**config.mk**
```make
export PLATFORM = sky130hd
export DESIGN_NAME = fight_health_ctrl
export DESIGN_NICKNAME = d
export VERILOG_FILES = /design/src/rtl/fight_pkg.sv /design/src/rtl/hp_channel.sv /design/src/rtl/fight_health_ctrl.sv
export SDC_FILE = /design/constraint.sdc
export NUM_CORES = 1
export LEC_CHECK = 0
export CAP_MARGIN = 0
export CORE_ASPECT_RATIO = 0.5
export CORE_UTILIZATION = 61
export CTS_BUF_LIST = sky130_fd_sc_hd__clkbuf_2
export CTS_CLUSTER_SIZE = 10
export DETAILED_ROUTE_END_ITERATION = 16
export GPL_TIMING_DRIVEN = 0
export PLACE_DENSITY = 0.88
export SLEW_MARGIN = 20
export SYNTH_ARGS = -nofsm -noshare
export SYNTH_HDL_FRONTEND = slang
export SYNTH_SLANG_ARGS = --single-unit
```
**constraint.sdc**
```tcl
create_clock -name clk -period 5.5 [get_ports clk]
set_input_delay 1.375 -clock clk [delete_from_list [all_inputs] [get_ports clk]]
set_output_delay 1.375 -clock clk [all_outputs]
set_load 0.02 [all_outputs]
```
**src/rtl/fight_pkg.sv**
```systemverilog
// Shared definitions for the fight core: round state encoding, attack codes
// and round-winner encoding. Imported by hp_channel and fight_health_ctrl.
package fight_pkg;

  typedef enum logic [1:0] {
    ST_FIGHT      = 2'b00,
    ST_KO_HOLD    = 2'b01,
    ST_ROUND_END  = 2'b10,
    ST_MATCH_OVER = 2'b11
  } fight_state_t;

  localparam logic [1:0] ATK_NONE  = 2'b00;
  localparam logic [1:0] ATK_LIGHT = 2'b01;
  localparam logic [1:0] ATK_MED   = 2'b10;
  localparam logic [1:0] ATK_HEAVY = 2'b11;

  localparam logic [1:0] WIN_NONE = 2'b00;
  localparam logic [1:0] WIN_P1   = 2'b01;
  localparam logic [1:0] WIN_P2   = 2'b10;
  localparam logic [1:0] WIN_DRAW = 2'b11;

endpackage

```
**src/rtl/hp_channel.sv**
```systemverilog
// One player's health channel: health register, damage lookup with
// saturating subtract, and the post-hit invulnerability counter.
// Ports:
//   clk, reset   - clock, synchronous active-high reset
//   frame_tick   - per-frame strobe, decrements the invulnerability counter
//   enable       - damage allowed (round is in FIGHT)
//   hit          - attacker's hitbox overlaps this player's hurtbox
//   atk          - attacker's attack code
//   clear        - round restart: health to HP_MAX, counter to 0
//   health       - current health
//   invuln       - invulnerability counter is nonzero
//   zero_next    - health will be zero after this edge (KO detection)
module hp_channel
  import fight_pkg::*;
#(
  parameter int HP_MAX    = 200,
  parameter int HP_W      = 9,
  parameter int DMG_LIGHT = 4,
  parameter int DMG_MED   = 10,
  parameter int DMG_HEAVY = 40,
  parameter int IFRAMES   = 30
) (
  input  logic            clk,
  input  logic            reset,
  input  logic            frame_tick,
  input  logic            enable,
  input  logic            hit,
  input  logic [1:0]      atk,
  input  logic            clear,
  output logic [HP_W-1:0] health,
  output logic            invuln,
  output logic            zero_next
);

  localparam int CNT_W = $clog2(IFRAMES + 1);

  logic [HP_W-1:0]  health_reg, health_next;
  logic [CNT_W-1:0] cnt_reg, cnt_next;
  logic [HP_W-1:0]  dmg;
  logic             hit_valid;

  always_comb begin
    dmg = '0;
    case (atk)
      ATK_LIGHT: dmg = HP_W'(DMG_LIGHT);
      ATK_MED:   dmg = HP_W'(DMG_MED);
      ATK_HEAVY: dmg = HP_W'(DMG_HEAVY);
      default:   dmg = '0;
    endcase
  end

  assign hit_valid = enable && hit && (atk != ATK_NONE) && (cnt_reg == '0);

  always_comb begin
    health_next = health_reg;
    cnt_next    = cnt_reg;
    if (clear) begin
      health_next = HP_W'(HP_MAX);
      cnt_next    = '0;
    end else if (hit_valid) begin
      // Saturate at zero instead of wrapping.
      health_next = (health_reg > dmg) ? (health_reg - dmg) : '0;
      cnt_next    = CNT_W'(IFRAMES);
    end else if (frame_tick && (cnt_reg != '0)) begin
      cnt_next = cnt_reg - CNT_W'(1);
    end
  end

  always_ff @(posedge clk) begin
    if (reset) begin
      health_reg <= HP_W'(HP_MAX);
      cnt_reg    <= '0;
    end else begin
      health_reg <= health_next;
      cnt_reg    <= cnt_next;
    end
  end

  assign health    = health_reg;
  assign invuln    = (cnt_reg != '0);
  // Only meaningful while enable is high; the top gates it with FIGHT.
  assign zero_next = (health_next == '0);

endmodule

```
**src/rtl/fight_health_ctrl.sv**
```systemverilog
// Two-player health, invulnerability and round/match controller.
// Ports:
//   clk, reset          - clock, synchronous active-high reset
//   frame_tick          - per-frame strobe
//   hit_p1 / hit_p2     - P1 hits P2 / P2 hits P1 overlap flags
//   atk_p1 / atk_p2     - attack codes (00 none, 01 light, 10 med, 11 heavy)
//   round_start         - advances out of ROUND_END or MATCH_OVER
//   health_1/2          - current health
//   invuln_1/2          - player's invulnerability counter nonzero
//   wins_1/2            - round wins (saturating)
//   state               - 00 FIGHT, 01 KO_HOLD, 10 ROUND_END, 11 MATCH_OVER
//   winner              - last decided round: 00 none, 01 P1, 10 P2, 11 draw
//   ko_pulse            - one-cycle strobe after the KO edge
module fight_health_ctrl
  import fight_pkg::*;
#(
  parameter int HP_MAX         = 200,
  parameter int HP_W           = 9,
  parameter int DMG_LIGHT      = 4,
  parameter int DMG_MED        = 10,
  parameter int DMG_HEAVY      = 40,
  parameter int IFRAMES        = 30,
  parameter int KO_HOLD_FRAMES = 120,
  parameter int ROUNDS_TO_WIN  = 2,
  parameter int WIN_W          = 2
) (
  input  logic             clk,
  input  logic             reset,
  input  logic             frame_tick,
  input  logic             hit_p1,
  input  logic             hit_p2,
  input  logic [1:0]       atk_p1,
  input  logic [1:0]       atk_p2,
  input  logic             round_start,
  output logic [HP_W-1:0]  health_1,
  output logic [HP_W-1:0]  health_2,
  output logic             invuln_1,
  output logic             invuln_2,
  output logic [WIN_W-1:0] wins_1,
  output logic [WIN_W-1:0] wins_2,
  output logic [1:0]       state,
  output logic [1:0]       winner,
  output logic             ko_pulse
);

  localparam int KO_W = $clog2(KO_HOLD_FRAMES + 1);

  fight_state_t     state_reg, state_next;
  logic [KO_W-1:0]  ko_cnt_reg, ko_cnt_next;
  logic [WIN_W-1:0] wins_1_reg, wins_1_next, wins_2_reg, wins_2_next;
  logic [1:0]       winner_reg, winner_next;
  logic             ko_pulse_reg, ko_pulse_next;
  logic             round_clear;
  logic             fighting;
  logic             zero_1, zero_2;

  assign fighting = (state_reg == ST_FIGHT);

  // Channel 1 is P1's health, damaged by P2's attacks; channel 2 the reverse.
  hp_channel #(
    .HP_MAX(HP_MAX), .HP_W(HP_W), .DMG_LIGHT(DMG_LIGHT), .DMG_MED(DMG_MED),
    .DMG_HEAVY(DMG_HEAVY), .IFRAMES(IFRAMES)
  ) u_ch1 (
    .clk(clk), .reset(reset), .frame_tick(frame_tick), .enable(fighting),
    .hit(hit_p2), .atk(atk_p2), .clear(round_clear),
    .health(health_1), .invuln(invuln_1), .zero_next(zero_1)
  );

  hp_channel #(
    .HP_MAX(HP_MAX), .HP_W(HP_W), .DMG_LIGHT(DMG_LIGHT), .DMG_MED(DMG_MED),
    .DMG_HEAVY(DMG_HEAVY), .IFRAMES(IFRAMES)
  ) u_ch2 (
    .clk(clk), .reset(reset), .frame_tick(frame_tick), .enable(fighting),
    .hit(hit_p1), .atk(atk_p1), .clear(round_clear),
    .health(health_2), .invuln(invuln_2), .zero_next(zero_2)
  );

  always_comb begin
    state_next    = state_reg;
    ko_cnt_next   = ko_cnt_reg;
    wins_1_next   = wins_1_reg;
    wins_2_next   = wins_2_reg;
    winner_next   = winner_reg;
    ko_pulse_next = 1'b0;
    round_clear   = 1'b0;
    case (state_reg)
      ST_FIGHT: begin
        if (zero_1 || zero_2) begin
          state_next    = ST_KO_HOLD;
          ko_cnt_next   = '0;
          ko_pulse_next = 1'b1;
          if (zero_1 && zero_2) begin
            winner_next = WIN_DRAW;
          end else if (zero_2) begin
            winner_next = WIN_P1;
            if (wins_1_reg < WIN_W'(ROUNDS_TO_WIN)) wins_1_next = wins_1_reg + WIN_W'(1);
          end else begin
            winner_next = WIN_P2;
            if (wins_2_reg < WIN_W'(ROUNDS_TO_WIN)) wins_2_next = wins_2_reg + WIN_W'(1);
          end
        end
      end
      ST_KO_HOLD: begin
        if (frame_tick) begin
          if (ko_cnt_reg == KO_W'(KO_HOLD_FRAMES - 1)) begin
            if ((wins_1_reg == WIN_W'(ROUNDS_TO_WIN)) || (wins_2_reg == WIN_W'(ROUNDS_TO_WIN)))
              state_next = ST_MATCH_OVER;
            else
              state_next = ST_ROUND_END;
          end else begin
            ko_cnt_next = ko_cnt_reg + KO_W'(1);
          end
        end
      end
      ST_ROUND_END: begin
        if (round_start) begin
          round_clear = 1'b1;
          winner_next = WIN_NONE;
          state_next  = ST_FIGHT;
        end
      end
      ST_MATCH_OVER: begin
        if (round_start) begin
          round_clear = 1'b1;
          winner_next = WIN_NONE;
          wins_1_next = '0;
          wins_2_next = '0;
          state_next  = ST_FIGHT;
        end
      end
      default: state_next = ST_FIGHT;
    endcase
  end

  always_ff @(posedge clk) begin
    if (reset) begin
      state_reg    <= ST_FIGHT;
      ko_cnt_reg   <= '0;
      wins_1_reg   <= '0;
      wins_2_reg   <= '0;
      winner_reg   <= WIN_NONE;
      ko_pulse_reg <= 1'b0;
    end else begin
      state_reg    <= state_next;
      ko_cnt_reg   <= ko_cnt_next;
      wins_1_reg   <= wins_1_next;
      wins_2_reg   <= wins_2_next;
      winner_reg   <= winner_next;
      ko_pulse_reg <= ko_pulse_next;
    end
  end

  assign state    = state_reg;
  assign wins_1   = wins_1_reg;
  assign wins_2   = wins_2_reg;
  assign winner   = winner_reg;
  assign ko_pulse = ko_pulse_reg;

endmodule
```
==> results of run 1 <==
[area by class of cell]
cell class	instances	area, sq um
multi-input cells	252	1624
fillers	299	898.4
flip-flops and latches	44	880.8
repair buffers	36	360.3
inverters	20	75.07
well taps	54	67.56
plain buffers	13	52.55
clock inverters	2	35.03
clock buffers	6	30.03
[metrics by stage]
stage / hold slack, ps / setup WS [ps] / util
final: 504.7 / 1083 / 0.7767
after global routing: 530.9 / 822.7 / 0.7767
after CTS: 498.2 / 1085 / 0.7767
after detailed placement: 468.1 / 621.8 / 0.7606
after global placement: 454.5 / 727.6 / 0.7606
after floorplan: 439.4 / 1548 / -
[cells in the mapped netlist, types with 3 or more instances]
cell and count:
o31ai_1 5, a21oi_1 30, o22ai_1 4, or2_2 3, nand2_1 26, or3_1 5
ha_1 13, clkbuf_1 10, o21ai_0 12, inv_1 19, xor2_1 6, and3_1 7
dfxtp_1 44, nor3_1 14, nor4_1 6, xnor2_1 7, nand2b_1 5, nor2_1 32
nor2b_1 4, a311oi_1 4, nand3b_1 4, nand3_1 14, o21a_1 3, or4b_1 3
o211ai_1 5, nand4_1 4
[where the power goes]
group	switching, mW	internal, mW
Combinational	0.300	0.234
Clock	0.110	0.0781
Sequential	0.0476	0.368
Total	0.457	0.680
[metal layers]
metal | wire (um) | share of wire
met3 | 477 | 0.074
met5 | 0 | 0
met4 | 44 | 0.0068
met2 | 2985 | 0.46
met1 | 2976 | 0.46
[cells by family (layout without fill, tap and decap cells)]
kind of cell	after synthesis	after routing	share of synthesized area
multiplexers	2	2	0.008080
flip-flops	44	44	0.3346
adder cells (fa/ha/maj)	15	15	0.07700
XOR/XNOR	13	13	0.04325
AO/OA/AOI/OAI	82	82	0.2015
AND/OR/NAND/NOR	140	140	0.2871
buffers and inverters	33	77	0.04848
[worst register-to-register path: cells and delay by family, from the launching register on]
| kind | cells | cell delay [ps] |
|---|---|---|
| AOI/OAI and AO/OA | 2 | 660 |
| adders and majority gates | 1 | 190 |
| buffers and inverters | 2 | 250 |
| DFF | 1 | 360 |
| muxes | 1 | 350 |
| and+or+nand+nor | 4 | 1720 |
[worst paths after layout]
check | to | slack [ps] | cells after the start
hold reg to reg | u_ch1.health[5]$_SDFF_PP0_ | 500 | 2
setup reg to reg | wins_1[0]$_SDFFE_PP0P_ | 1910 | 10
setup / recovery | wins_1[0]$_SDFFE_PP0P_ | 1080 | 11
hold / removal | u_ch1.health[5]$_SDFF_PP0_ | 500 | 2
[cell usage in the layout (no fill, tap or decap), types with 3 or more instances in the layout]
cell type and instances:
xor2_1 6, o21a_1 3, o21ai_0 12, inv_1 19, nand4_1 4, nand2_1 26, nand3b_1 4, clkbuf_1 10
clkdlybuf4s50_1 36, or2_2 3, o31ai_1 5, nand2b_1 5, and3_1 7, o211ai_1 5, ha_1 13, a311oi_1 4
dfxtp_1 44, nor3_1 14, a21oi_1 30, or4b_1 3, nor4_1 6, clkbuf_2 7, nor2b_1 4, nand3_1 14
nor2_1 32, xnor2_1 7, or3_1 5, o22ai_1 4
==> reports/results.tsv, run 1 <==
stage	metric	value	unit
run_status	status	completed	
logic_synthesis	synth warn	0	
floorplanning	IO Count	39	
cells_and_area	ant diodes	0	
clock_tree	number of clock sinks	44	
sta	Finish-stage setup viols	0	
grt	grt peak-use layer	met2	
clock_tree	htree depth	2	
worst_setup_path	CP startpoint	atk_p1[1]	
logic_synthesis	Syn Std Cell Area	2633	sq um
placed_design	placed insts	419	
logic_synthesis	post-synthesis net count	354	
logic_synthesis	top_reg_cell synth	dfxtp_1	
logic_synthesis	Synth area leaders	dfxtp_1 33%, ha_1 6.2%, a21oi_1 5.7%, nor2_1 4.6%, nand2_1 3.7%	
worst_setup_path	WP buf/inv	2	
sta	Tmin final	4417	ps
detailed_routing	WL final	6483	um
cells_and_area	Post-layout nets	397	
worst_setup_path	slowest CP cell	clkdlybuf4s50_1	
detailed_routing	antenna-violating nets left	0	
worst_setup_path	Worst Setup End Kind	flip-flop	
floorplanning	chip height	48.45	um
detailed_routing	Pre-Repair DR Iteration Count	5	
logic_synthesis	fraction of registers with async set or reset after synthesis	0	
detailed_routing	via count	2620	
logic_synthesis	synth unique cells	58	
clock_tree	TritonCTS clock tree	yes	
clock_tree	CTS max path bufs	2	
clock_tree	postcts setup bufs	0	
floorplanning	width of the die	94.91	um
min_path	Worst Hold Launch	u_ch1.health[5]$_SDFF_PP0_	
detailed_routing	drt initial violations	189	
worst_setup_path	CP arrival	4770	ps
power_and_ir_drop	VDD IR max	238.2	uV
floorplanning	Cell Rows	16	
worst_setup_path	origin of the critical flop-to-flop path	u_ch2.cnt_reg[0]$_SDFFE_PP0P_	
placed_design	Final HPWL DP	4882	um
clock_tree	clock slew at reported path FFs	230	ps
detailed_routing	routed len/inst	15.18	um
logic_synthesis	Mapped Cells	329	
logic_synthesis	EDFF count, synth	0	
job	max_cap viols	0	
grt	met3 Use GR	0.06289	
cells_and_area	share of layout cells above drive strength 1	0.05094	
placed_design	Placed Area	3060	sq um
grt	vias in the first global route	2465	
worst_setup_path	CP max stage delay	500	ps
sta	setup_tns	0	ps
floorplanning	die area	4598	sq um
worst_setup_path	CP delay by family, top	compound AO/OA/AOI/OAI gates	
placed_design	GPL Wtd Cong	0.9685	
floorplanning	total core area	4024	sq um
detailed_routing	DRC	0	
worst_setup_path	CP max FO	6	
grt	Total Routing Usage GR	0.3082	
worst_setup_path	Crit Path Category	in -> reg	
logic_synthesis	post-synth top area share	0.3346	
grt	global route overflow	0	
clock_tree	cts repair resizes	0	
logic_synthesis	register bit count reported by yosys	44	
grt	GR Layer Usage met2	0.4952	
worst_setup_path	Worst Setup Start Kind	input port	
sta	Worst Tran Pin Value	1016	ps
sta	Rel. slew slack	0.3176	
worst_setup_path	critical-path cell list	clkdlybuf4s50_1 > inv_1 > ha_1 > a211o_1 > o21ai_0 > nor4b_1 > nor3_1 > o41ai_2 > nand2_2 > nor4_4 > mux2_1	
clock_tree	Num CTS Buffers	5	
logic_synthesis	Post-Synthesis Mean Instance Area	8.002	sq um
grt	GR Util met1	0.4242	
floorplanning	Starting Density	0.6542	
sta	Worst Clk Skew	20.95	ps
detailed_routing	Vias/cell	6.136	
sta	RSZ-0062 raised after global routing	no	
sta	f_max	226.4	MHz
placed_design	I/O Buffers	36	
logic_synthesis	leading area contributor after synthesis	dfxtp_1	
worst_setup_path	required time worst endpoint	5850	ps
grt	global-route wire length before repair	11160	um
min_path	worst hold path class	reg -> reg	
cells_and_area	Layout area overhead	18.73	%
sta	Final Max Tran Viols	0	
clock_tree	Hold Buf Count CTS	0	
power_and_ir_drop	Leak	1.181	nW
power_and_ir_drop	PD cells	364.0	nW/um^2
logic_synthesis	post-synthesis sequential area ratio	0.3346	
clock_tree	Clock Tree Root	clkbuf_2	
sta	Hold Vio Cnt, Final	0	
cells_and_area	fin area	3126	sq um
power_and_ir_drop	total design power	1.138	mW
cells_and_area	Cell Count, Final, Fillers Out	427	
clock_tree	Worst-Skew Late Latency	430	ps
grt	largest net degree at the start of global routing	14	
sta	period utilisation layout	0.8031	
grt	initial antenna violation count	0	
No activity file was read; power rests on OpenSTA's default activity.
==> run 2: changes to the inputs <==
--- a/config.mk
+++ b/config.mk
@@ -7,12 +7,12 @@
 export LEC_CHECK = 0
 export CAP_MARGIN = 0
 export CORE_ASPECT_RATIO = 0.5
-export CORE_UTILIZATION = 61
+export CORE_UTILIZATION = 56
 export CTS_BUF_LIST = sky130_fd_sc_hd__clkbuf_2
 export CTS_CLUSTER_SIZE = 10
 export DETAILED_ROUTE_END_ITERATION = 16
 export GPL_TIMING_DRIVEN = 0
-export PLACE_DENSITY = 0.88
+export PLACE_DENSITY = 0.82
 export SLEW_MARGIN = 20
 export SYNTH_ARGS = -nofsm -noshare
 export SYNTH_HDL_FRONTEND = slang
==> constraint.sdc (replaced) <==
create_clock -name clk -period 4.1 [get_ports clk]
set_input_delay 1.025 -clock clk [delete_from_list [all_inputs] [get_ports clk]]
set_output_delay 1.025 -clock clk [all_outputs]
set_load 0.02 [all_outputs]
==> reports/results.tsv, run 2 (synthesized netlist as in run 1, its figures left out) <==
stage	metric	value	unit	change
run_status	status	completed		
sta	RSZ-0062 raised after global routing	no		
sta	Rel. slew slack	0.3607		+0.04305
detailed_routing	Vias/cell	5.995		-2.3%
floorplanning	Cell Rows	17		+1
sta	Hold Vio Cnt, Final	0		unchanged
sta	Worst Tran Pin Value	951.7	ps	-64.09 ps
detailed_routing	via count	2578		-1.6%
worst_setup_path	origin of the critical flop-to-flop path	u_ch2.cnt_reg[0]$_SDFFE_PP0P_		
power_and_ir_drop	PD cells	487.7	nW/um^2	+34%
grt	initial antenna violation count	0		unchanged
grt	vias in the first global route	2373		-3.7%
power_and_ir_drop	switching pwr	0.6171	mW	+35%
worst_setup_path	required time worst endpoint	4450	ps	-1400 ps
job	max_cap viols	0		unchanged
worst_setup_path	Crit Path Category	in -> reg		
cells_and_area	share of layout cells above drive strength 1	0.05094		unchanged
cells_and_area	ant diodes	0		unchanged
power_and_ir_drop	logic gate share of total power	0.468		about the same
power_and_ir_drop	VDD IR max	277.0	uV	+16%
clock_tree	Hold Buf Count CTS	0		unchanged
cells_and_area	Post-layout nets	397		unchanged
floorplanning	die area	4996	sq um	+8.6%
power_and_ir_drop	P_int	0.9103	mW	+34%
worst_setup_path	critical-path cell list	clkdlybuf4s50_1 > inv_1 > ha_1 > a211o_1 > o21ai_1 > nor4b_1 > nor3_1 > o41ai_2 > nand2_2 > nor4_4 > mux2_1		
sta	Finish-stage setup viols	0		unchanged
cells_and_area	most frequent cells in the layout	44 x dfxtp_1, 36 x clkdlybuf4s50_1, 32 x nor2_1		
worst_setup_path	CP startpoint	atk_p1[1]		
cells_and_area	Final Core Density	0.7045		-0.07227
min_path	worst hold path class	reg -> reg		
detailed_routing	antenna-violating nets left	0		unchanged
worst_setup_path	Worst Setup End Kind	flip-flop		
placed_design	I/O Buffers	36		unchanged
sta	f_max	253.6	MHz	
power_and_ir_drop	Clk network pwr share	0.167		about the same
worst_setup_path	slowest CP cell	clkdlybuf4s50_1		
clock_tree	TritonCTS clock tree	yes		
detailed_routing	drt initial violations	110		-42%
clock_tree	clock slew at reported path FFs	250	ps	+20 ps
sta	slack of the critical path	156.4	ps	-926.5 ps
floorplanning	IO Count	39		unchanged
detailed_routing	Pre-Repair DR Iteration Count	6		+1
floorplanning	chip height	50.48	um	+4.2%
power_and_ir_drop	Leak	1.178	nW	-0.30%
cells_and_area	number of fill cells	357		+19%
grt	global-route wire length before repair	10990	um	-1.5%
placed_design	placed insts	422		+0.72%
placed_design	GPL Wtd Cong	0.9092		-6.1%
clock_tree	Worst-Skew Late Latency	440	ps	about the same
clock_tree	Num CTS Buffers	5		unchanged
placed_design	Place WS	-428.4	ps	-1050 ps
floorplanning	total core area	4446	sq um	+10%
grt	Total Routing Usage GR	0.2815		-0.02671
cells_and_area	Multi-input gate area	1624	sq um	unchanged
floorplanning	width of the die	98.97	um	+4.3%
worst_setup_path	Worst Setup Start Kind	input port		
placed_design	Final HPWL DP	4902	um	+0.39%
power_and_ir_drop	switching share of power	0.4040		+0.002056
clock_tree	htree depth	2		unchanged
cells_and_area	Layout area overhead	18.96	%	
cells_and_area	commonest non-fill, non-tap cell in the layout	dfxtp_1		
clock_tree	postcts setup bufs	0		unchanged
floorplanning	Starting Density	0.5922		-0.06205
cells_and_area	Cell Count, Final, Fillers Out	430		+0.70%
clock_tree	Clock Tree Root	clkbuf_2		
grt	largest net degree at the start of global routing	15		+1
sta	period utilisation layout	0.9618		
sta	Tmin final	3944	ps	
worst_setup_path	CP max stage delay	490	ps	about the same
detailed_routing	DRC	0		unchanged
worst_setup_path	CP endpoint	wins_1[0]$_SDFFE_PP0P_		
detailed_routing	WL final	6483	um	unchanged
power_and_ir_drop	total design power	1.527	mW	+34%
worst_setup_path	Worst Reg-to-Reg Cells	10		unchanged
grt	global route overflow	0		unchanged
clock_tree	cts repair resizes	0		unchanged
clock_tree	CTS max path bufs	2		unchanged
worst_setup_path	r2r endpoint	wins_1[0]$_SDFFE_PP0P_		
clock_tree	number of clock sinks	44		unchanged
sta	hold_ws	501.6	ps	-3.152 ps
power_and_ir_drop	sequential power share	0.365		about the same
cells_and_area	FF/Latch Area	880.8	sq um	unchanged
sta	Worst Clk Skew	24.18	ps	+3.234 ps
worst_setup_path	CP arrival	4300	ps	-470 ps
sta	Final Max Tran Viols	0		unchanged
worst_setup_path	reg-to-reg slack, setup	570	ps	-1340 ps
detailed_routing	routed len/inst	15.08	um	-0.70%
worst_setup_path	CP max FO	6		unchanged
-- run 2: cell types whose count changed in the layout (fill, tap and decap cells not counted), sizes merged --
cell	previous run	this run
clkbuf	17	16
clkinvlp	0	1
-- run 2: worst min-delay path by stage --
stage / from / cells after the start / to / slack [ps]
floorplan: u_ch1.cnt_reg[4]$_SDFFE_PP0P_ / 1 / u_ch1.cnt_reg[4]$_SDFFE_PP0P_ / 440
global placement: u_ch1.cnt_reg[4]$_SDFFE_PP0P_ / 1 / u_ch1.cnt_reg[4]$_SDFFE_PP0P_ / 460
detailed placement: ko_cnt_reg[6]$_SDFFE_PP0P_ / 1 / ko_cnt_reg[6]$_SDFFE_PP0P_ / 470
CTS: ko_cnt_reg[6]$_SDFFE_PP0P_ / 1 / ko_cnt_reg[6]$_SDFFE_PP0P_ / 500
global route: wins_2[0]$_SDFFE_PP0P_ / 2 / wins_2[0]$_SDFFE_PP0P_ / 530
finish: ko_cnt_reg[6]$_SDFFE_PP0P_ / 1 / ko_cnt_reg[6]$_SDFFE_PP0P_ / 500
-- run 2: critical path, delay by kind of cell --
family                     cells  cell delay (ps)
AOI/OAI and AO/OA              3             1140
muxes                          1              340
and+or+nand+nor                4              870
buffers and inverters          2              560
adders and majority gates      1              340
-- run 2: area by class of cell --
class                   instances  area share
clock inverters                 3     0.01358
clock buffers                   5    0.007990
plain buffers                  13     0.01678
multi-input cells             252      0.5186
inverters                      20     0.02397
repair buffers                 36      0.1151
flip-flops and latches         44      0.2813
well taps                      57     0.02277
-- run 2: power groups by stage --
| stage | Combinational, mW | Sequential, mW | Clock (mW) |
|---|---|---|---|
| after floorplan | 0.482 | 0.583 | 0 |
| after global placement | 0.682 | 0.562 | 0 |
| after detailed placement | 0.709 | 0.566 | 0 |
| after CTS | 0.712 | 0.558 | 0.257 |
| after global routing | 0.795 | 0.570 | 0.276 |
| final | 0.715 | 0.558 | 0.255 |
-- run 2: metrics by stage --
step	setup TNS [ps]	instance area, sq um
floorplan	0	2633
global placement	-2239	3064
detailed placement	-3057	3064
CTS	0	3132
global route	0	3132
finish	0	3132
-- run 2: layer usage --
layer / track usage / up-vias / routed length [um]
li1: - / 1284 / -
met1: 0.3582 / 1227 / 2996
met2: 0.4977 / 58 / 3088
met3: 0.05432 / 9 / 343
met4: 0.06965 / 0 / 55
met5: 0 / - / 0
